[src/rtl/data_rw_word_initiator.sv]
// data_rw_word_initiator: splits word read/write requests into sequential byte accesses
// on a byte-wide registered memory port; every request returns the word's prior contents.
`default_nettype none

module data_rw_word_initiator #(
  parameter int NBYTES = 4
) (
  input  logic                  clock,
  input  logic                  reset,
  input  logic                  req_valid,
  output logic                  req_ready,
  input  logic [31:0]           req_addr,
  input  logic [NBYTES-1:0]     req_wmask,
  input  logic [8*NBYTES-1:0]   req_wdata,
  output logic                  resp_valid,
  output logic [8*NBYTES-1:0]   resp_rdata,
  output logic [31:0]           mem_addr,
  output logic                  mem_wenable,
  output logic [7:0]            mem_wdata,
  input  logic [7:0]            mem_rdata
);

  localparam int          KW        = (NBYTES > 1) ? $clog2(NBYTES) : 1;
  localparam logic [31:0] ADDR_MASK = ~(32'(NBYTES) - 32'd1);
  localparam logic [KW-1:0] K_LAST  = KW'(NBYTES - 1);

  typedef enum logic [1:0] {
    S_IDLE  = 2'd0,
    S_ISSUE = 2'd1,
    S_DRAIN = 2'd2,
    S_RESP  = 2'd3
  } state_e;

  state_e                state_q, state_d;
  logic [KW-1:0]         k_q, k_d;
  logic [31:0]           base_q, base_d;
  logic [NBYTES-1:0]     wmask_q, wmask_d;
  logic [8*NBYTES-1:0]   wdata_q, wdata_d;
  logic                  cap_v_q, cap_v_d;
  logic [KW-1:0]         cap_k_q, cap_k_d;
  logic [8*NBYTES-1:0]   shadow_q, shadow_d;
  logic                  req_ready_q, req_ready_d;
  logic                  resp_valid_q, resp_valid_d;
  logic [8*NBYTES-1:0]   resp_rdata_q, resp_rdata_d;
  logic [31:0]           mem_addr_q, mem_addr_d;
  logic                  mem_wen_q, mem_wen_d;
  logic [7:0]            mem_wdata_q, mem_wdata_d;
  logic                  accept;
  logic [KW-1:0]         k_nxt;

  always_comb begin
    state_d      = state_q;
    k_d          = k_q;
    base_d       = base_q;
    wmask_d      = wmask_q;
    wdata_d      = wdata_q;
    shadow_d     = shadow_q;
    resp_rdata_d = resp_rdata_q;
    mem_addr_d   = mem_addr_q;
    mem_wen_d    = 1'b0;
    mem_wdata_d  = mem_wdata_q;
    accept       = req_valid && req_ready_q;
    k_nxt        = k_q + 1'b1;

    // The byte presented two edges ago is on mem_rdata now.
    if (cap_v_q) begin
      shadow_d[{cap_k_q, 3'b000} +: 8] = mem_rdata;
    end

    case (state_q)
      S_IDLE, S_RESP: begin
        if (accept) begin
          state_d     = S_ISSUE;
          base_d      = req_addr & ADDR_MASK;
          wmask_d     = req_wmask;
          wdata_d     = req_wdata;
          k_d         = '0;
          mem_addr_d  = req_addr & ADDR_MASK;
          mem_wen_d   = req_wmask[0];
          mem_wdata_d = req_wdata[7:0];
        end else begin
          state_d = S_IDLE;
        end
      end
      S_ISSUE: begin
        if (k_q == K_LAST) begin
          state_d = S_DRAIN;
        end else begin
          k_d         = k_nxt;
          mem_addr_d  = base_q | 32'(k_nxt);
          mem_wen_d   = wmask_q[k_nxt];
          mem_wdata_d = wdata_q[{k_nxt, 3'b000} +: 8];
        end
      end
      S_DRAIN: begin
        state_d      = S_RESP;
        resp_rdata_d = shadow_d;
      end
      default: state_d = S_IDLE;
    endcase

    cap_v_d      = (state_q == S_ISSUE);
    cap_k_d      = k_q;
    req_ready_d  = (state_d == S_IDLE) || (state_d == S_RESP);
    resp_valid_d = (state_d == S_RESP);
  end

  always_ff @(posedge clock) begin
    if (reset) begin
      state_q      <= S_IDLE;
      k_q          <= '0;
      base_q       <= '0;
      wmask_q      <= '0;
      wdata_q      <= '0;
      cap_v_q      <= 1'b0;
      cap_k_q      <= '0;
      shadow_q     <= '0;
      req_ready_q  <= 1'b1;
      resp_valid_q <= 1'b0;
      resp_rdata_q <= '0;
      mem_addr_q   <= '0;
      mem_wen_q    <= 1'b0;
      mem_wdata_q  <= '0;
    end else begin
      state_q      <= state_d;
      k_q          <= k_d;
      base_q       <= base_d;
      wmask_q      <= wmask_d;
      wdata_q      <= wdata_d;
      cap_v_q      <= cap_v_d;
      cap_k_q      <= cap_k_d;
      shadow_q     <= shadow_d;
      req_ready_q  <= req_ready_d;
      resp_valid_q <= resp_valid_d;
      resp_rdata_q <= resp_rdata_d;
      mem_addr_q   <= mem_addr_d;
      mem_wen_q    <= mem_wen_d;
      mem_wdata_q  <= mem_wdata_d;
    end
  end

  assign req_ready   = req_ready_q;
  assign resp_valid  = resp_valid_q;
  assign resp_rdata  = resp_rdata_q;
  assign mem_addr    = mem_addr_q;
  assign mem_wenable = mem_wen_q;
  assign mem_wdata   = mem_wdata_q;

endmodule

`default_nettype wire
[config.mk]
export PLATFORM = sky130hd
export DESIGN_NAME = data_rw_word_initiator
export DESIGN_NICKNAME = d
export VERILOG_FILES = /design/src/rtl/data_rw_word_initiator.sv
export SDC_FILE = /design/constraint.sdc
export NUM_CORES = 1
export LEC_CHECK = 0
export CAP_MARGIN = 25
export CORE_MARGIN = 10
export CORE_UTILIZATION = 51
export CTS_CLUSTER_SIZE = 30
export DETAILED_ROUTE_END_ITERATION = 6
export GPL_TIMING_DRIVEN = 0
export PLACE_DENSITY_LB_ADDON = 0.08
export SLEW_MARGIN = 20
export SYNTH_ARGS = -nofsm -noshare
export SYNTH_HDL_FRONTEND = slang
export SYNTH_SLANG_ARGS = --single-unit
[constraint.sdc]
create_clock -name clock -period 2.76 [get_ports clock]
set_clock_uncertainty 0.15 [all_clocks]
set_input_delay 0.552 -clock clock [delete_from_list [all_inputs] [get_ports clock]]
set_output_delay 0.552 -clock clock [all_outputs]
set_load 0.02 [all_outputs]
==> impl_metrics.yaml <==
cells_and_area:
  num_antenna_cells: 0
  final_cell_mix: "dfxtp_1, clkdlybuf4s50_1, nand2_1"
  instances_no_fill: 1119
  area_growth_syn_to_layout_pct: 32.6
  final_common_cell: "dfxtp_1"
  fin_area_sq_um: 9370
  nNetsFinal: 1019
  drive_gt1_share_pct: 10.5
  fillCellCount: 1083
  fin_util_pct: 70.0
sta:
  finalHoldViolCount: 0
  rsz0062_at_grt: "no"
  worst_pin_slew_ns: 0.702
  fmaxAchievable_ghz: 0.419
  worst_slack_ns: 0.376
  relSlewSlack_pct: 53.2
  setup_viol: 0
  fin_setup_tns_ns: 0
  period_needed_ns: 2.38
  drv_slew: 0
  period_share_pct: 86.4
power:
  power_density_nw_per_um2: 657
  vdd_ir_drop_max_v: 0.000474
  p_leak_uw: 0.00338
logic_synthesis:
  yosys.cell_types.count: 39
  synth_nets: 850
  yosysWarnings: 0
  synthMuxAreaShare_pct: 7.10
  synthAdderAreaFrac_pct: 1.77
  synth_top_family_by_area: "compound AO/OA/AOI/OAI gates"
  netlist_instances: 761
  yosysSeqAreaShare_pct: 50.4
  syn_area_per_cell_sq_um: 9.29
  synth_edf_count: 0
  synth_ff_type: "dfxtp_1"
  syn_area_sq_um: 7070
  ys_ff_latch: 178
  synth_compound_area_share_pct: 22.6
  synth_xor_area_share_pct: 0
  synthArstFlopShare_pct: 0
  yosys.area_share.simple_pct: 13.0
die:
  die_w_um: 138
  ios: 154
  core_area_sq_um: 13400
  start_util_pct: 52.8
  rows: 42
  fp.dieH_um: 138
  dieArea_sq_um: 19000
run:
  cap_violations: 0
cts:
  htree_levels: 4
  cts.clk_slew.worst_paths_ns: 0.06
  clk_path_buf_depth: 2
  cts_hold_buf: 0
  cts_root_buffer: "clkbuf_16"
  cts_buffers: 17
  clock_latency_ns: 0.43
  clock_sinks: 178
  post_cts_buffers: 0
  cts_tree: "done"
  postCtsResizedCells: 0
global_route:
  grtUsageTotal_pct: 21.2
  antenna_found_initial: 0
  grt_overflow: 0
  grt_pass1_wl_mm: 32.0
  grt_max_degree: 17
  grt_pass1_vias: 6304
placement:
  dp_slack_ns: 0.355
  dpl-instance-area_sq_um: 8790
  port_buffers: 150
  gp_congestion: 0.831
  dp.final_hpwl_mm: 14.9
  dp_cells: 1087
routing:
  wl_mm: 20.6
  vias: 6274
  antenna_left: 0
  vias_per_cell: 5.61
  wire_per_inst_um: 18.4
  drcViolationCount: 0
  drt-initial-drc-count: 482
  first_pass_iters: 7
worst_setup_path:
  critPathRequiredTime_ns: 2.90
  crit_path_end_kind: "flop"
  startpoint: "cap_k_q[0]"
  rr_startpoint: "cap_k_q[0]"
  timing.critical_path.cells: "clkinv_1 > ha_1 > and4bb_1 > buf_6 > buf_12 > a32oi_1 > a211oi_1"
  path_class: "reg -> reg"
  slowest_stage: "ha_1"
  cp-start-kind: "flop"
  path_max_fanout: 11
  cp.arrival_ns: 2.52
  slowest_delay_ns: 0.43
hold_path:
  holdCritStartpoint: "wdata_q[8]"
  hold_path.class: "reg -> reg"
outcome:
  outcome: "complete, no violations"
[registers in the layout, summed over array words and instances (netlist names), 2 cells and up]
| register | count |
|---|---|
| resp_rdata | 32 |
| wmask_q | 4 |
| mem_wdata | 8 |
| state_q | 2 |
| cap_k_q | 2 |
| base_q | 30 |
| mem_addr | 31 |
| shadow_q | 32 |
| wdata_q | 32 |
[worst max-delay path, delay by kind of cell, from the launching register on]
family	cells	cell delay, ns
buffers and inverters	3	0.58
flip-flops	1	0.42
adder cells (fa/ha/maj)	1	0.43
AND/OR/NAND/NOR	1	0.23
AO/OA/AOI/OAI	2	0.42
[logic make-up (layout without fill, tap and decap cells)]
family	Yosys count	after routing
muxes	48	48
and+or+nand+nor	225	225
AOI/OAI and AO/OA	226	226
DFF	178	178
buffers and inverters	74	256
adders and majority gates	10	10
[per-layer routing]
| layer | global-route usage (%) | vias to the layer above | wire length [um] |
|---|---|---|---|
| li1 | - | 3040 | - |
| met2 | 36.7 | 214 | 10200 |
| met1 | 24.9 | 2981 | 8540 |
| met3 | 5.54 | 39 | 1450 |
| met5 | 0 | - | 0 |
| met4 | 6.89 | 0 | 400 |
[cells in the mapped netlist (10+ instances only)]
| master | n | share of area, % |
|---|---|---|
| nor2_1 | 67 | 3.6 |
| ha_1 | 10 | 1.8 |
| clkbuf_1 | 27 | 1.4 |
| buf_2 | 27 | 1.9 |
| a32oi_1 | 32 | 4.0 |
| a21oi_1 | 107 | 7.6 |
| mux2_1 | 10 | 1.6 |
| dfxtp_1 | 178 | 50 |
| mux2i_1 | 31 | 4.4 |
| a211oi_1 | 51 | 5.4 |
| a211oi_2 | 20 | 3.5 |
| nand2_1 | 136 | 7.2 |
[worst paths after layout]
check / end / slack (ns) / depth (start not counted)
setup / recovery: resp_rdata[8] / 0.38 / 7
hold / removal: wdata_q[8] / 0.30 / 2
setup reg to reg: resp_rdata[8] / 0.38 / 7
hold reg to reg: wdata_q[8] / 0.30 / 2
[power by group]
part,leakage [uW],internal [uW],switching (uW)
clock,0.000278,1340,999
sequential,0.00145,2720,88.1
combinational,0.00165,449,558
[through the flow]
stage / hold slack [ns] / power (uW)
finish: 0.303 / 6160
global route: 0.320 / 6380
CTS: 0.304 / 6180
detailed placement: 0.296 / 3860
global placement: 0.289 / 3830
floorplan: 0.282 / 3420
[final cells by class]
class | count | area, sq um | share of cell area (%)
Multi-Input combinational cell | 509 | 3140 | 33.5
Clock buffer | 21 | 480 | 5.13
Sequential cell | 178 | 3560 | 38.0
Inverter | 6 | 22.5 | 0.240
Timing Repair Buffer | 150 | 1500 | 16.0
Buffer | 68 | 344 | 3.67
Tap cell | 176 | 220 | 2.35
Clock inverter | 11 | 101 | 1.08
Note: power is estimated with default switching activity, not from simulation.
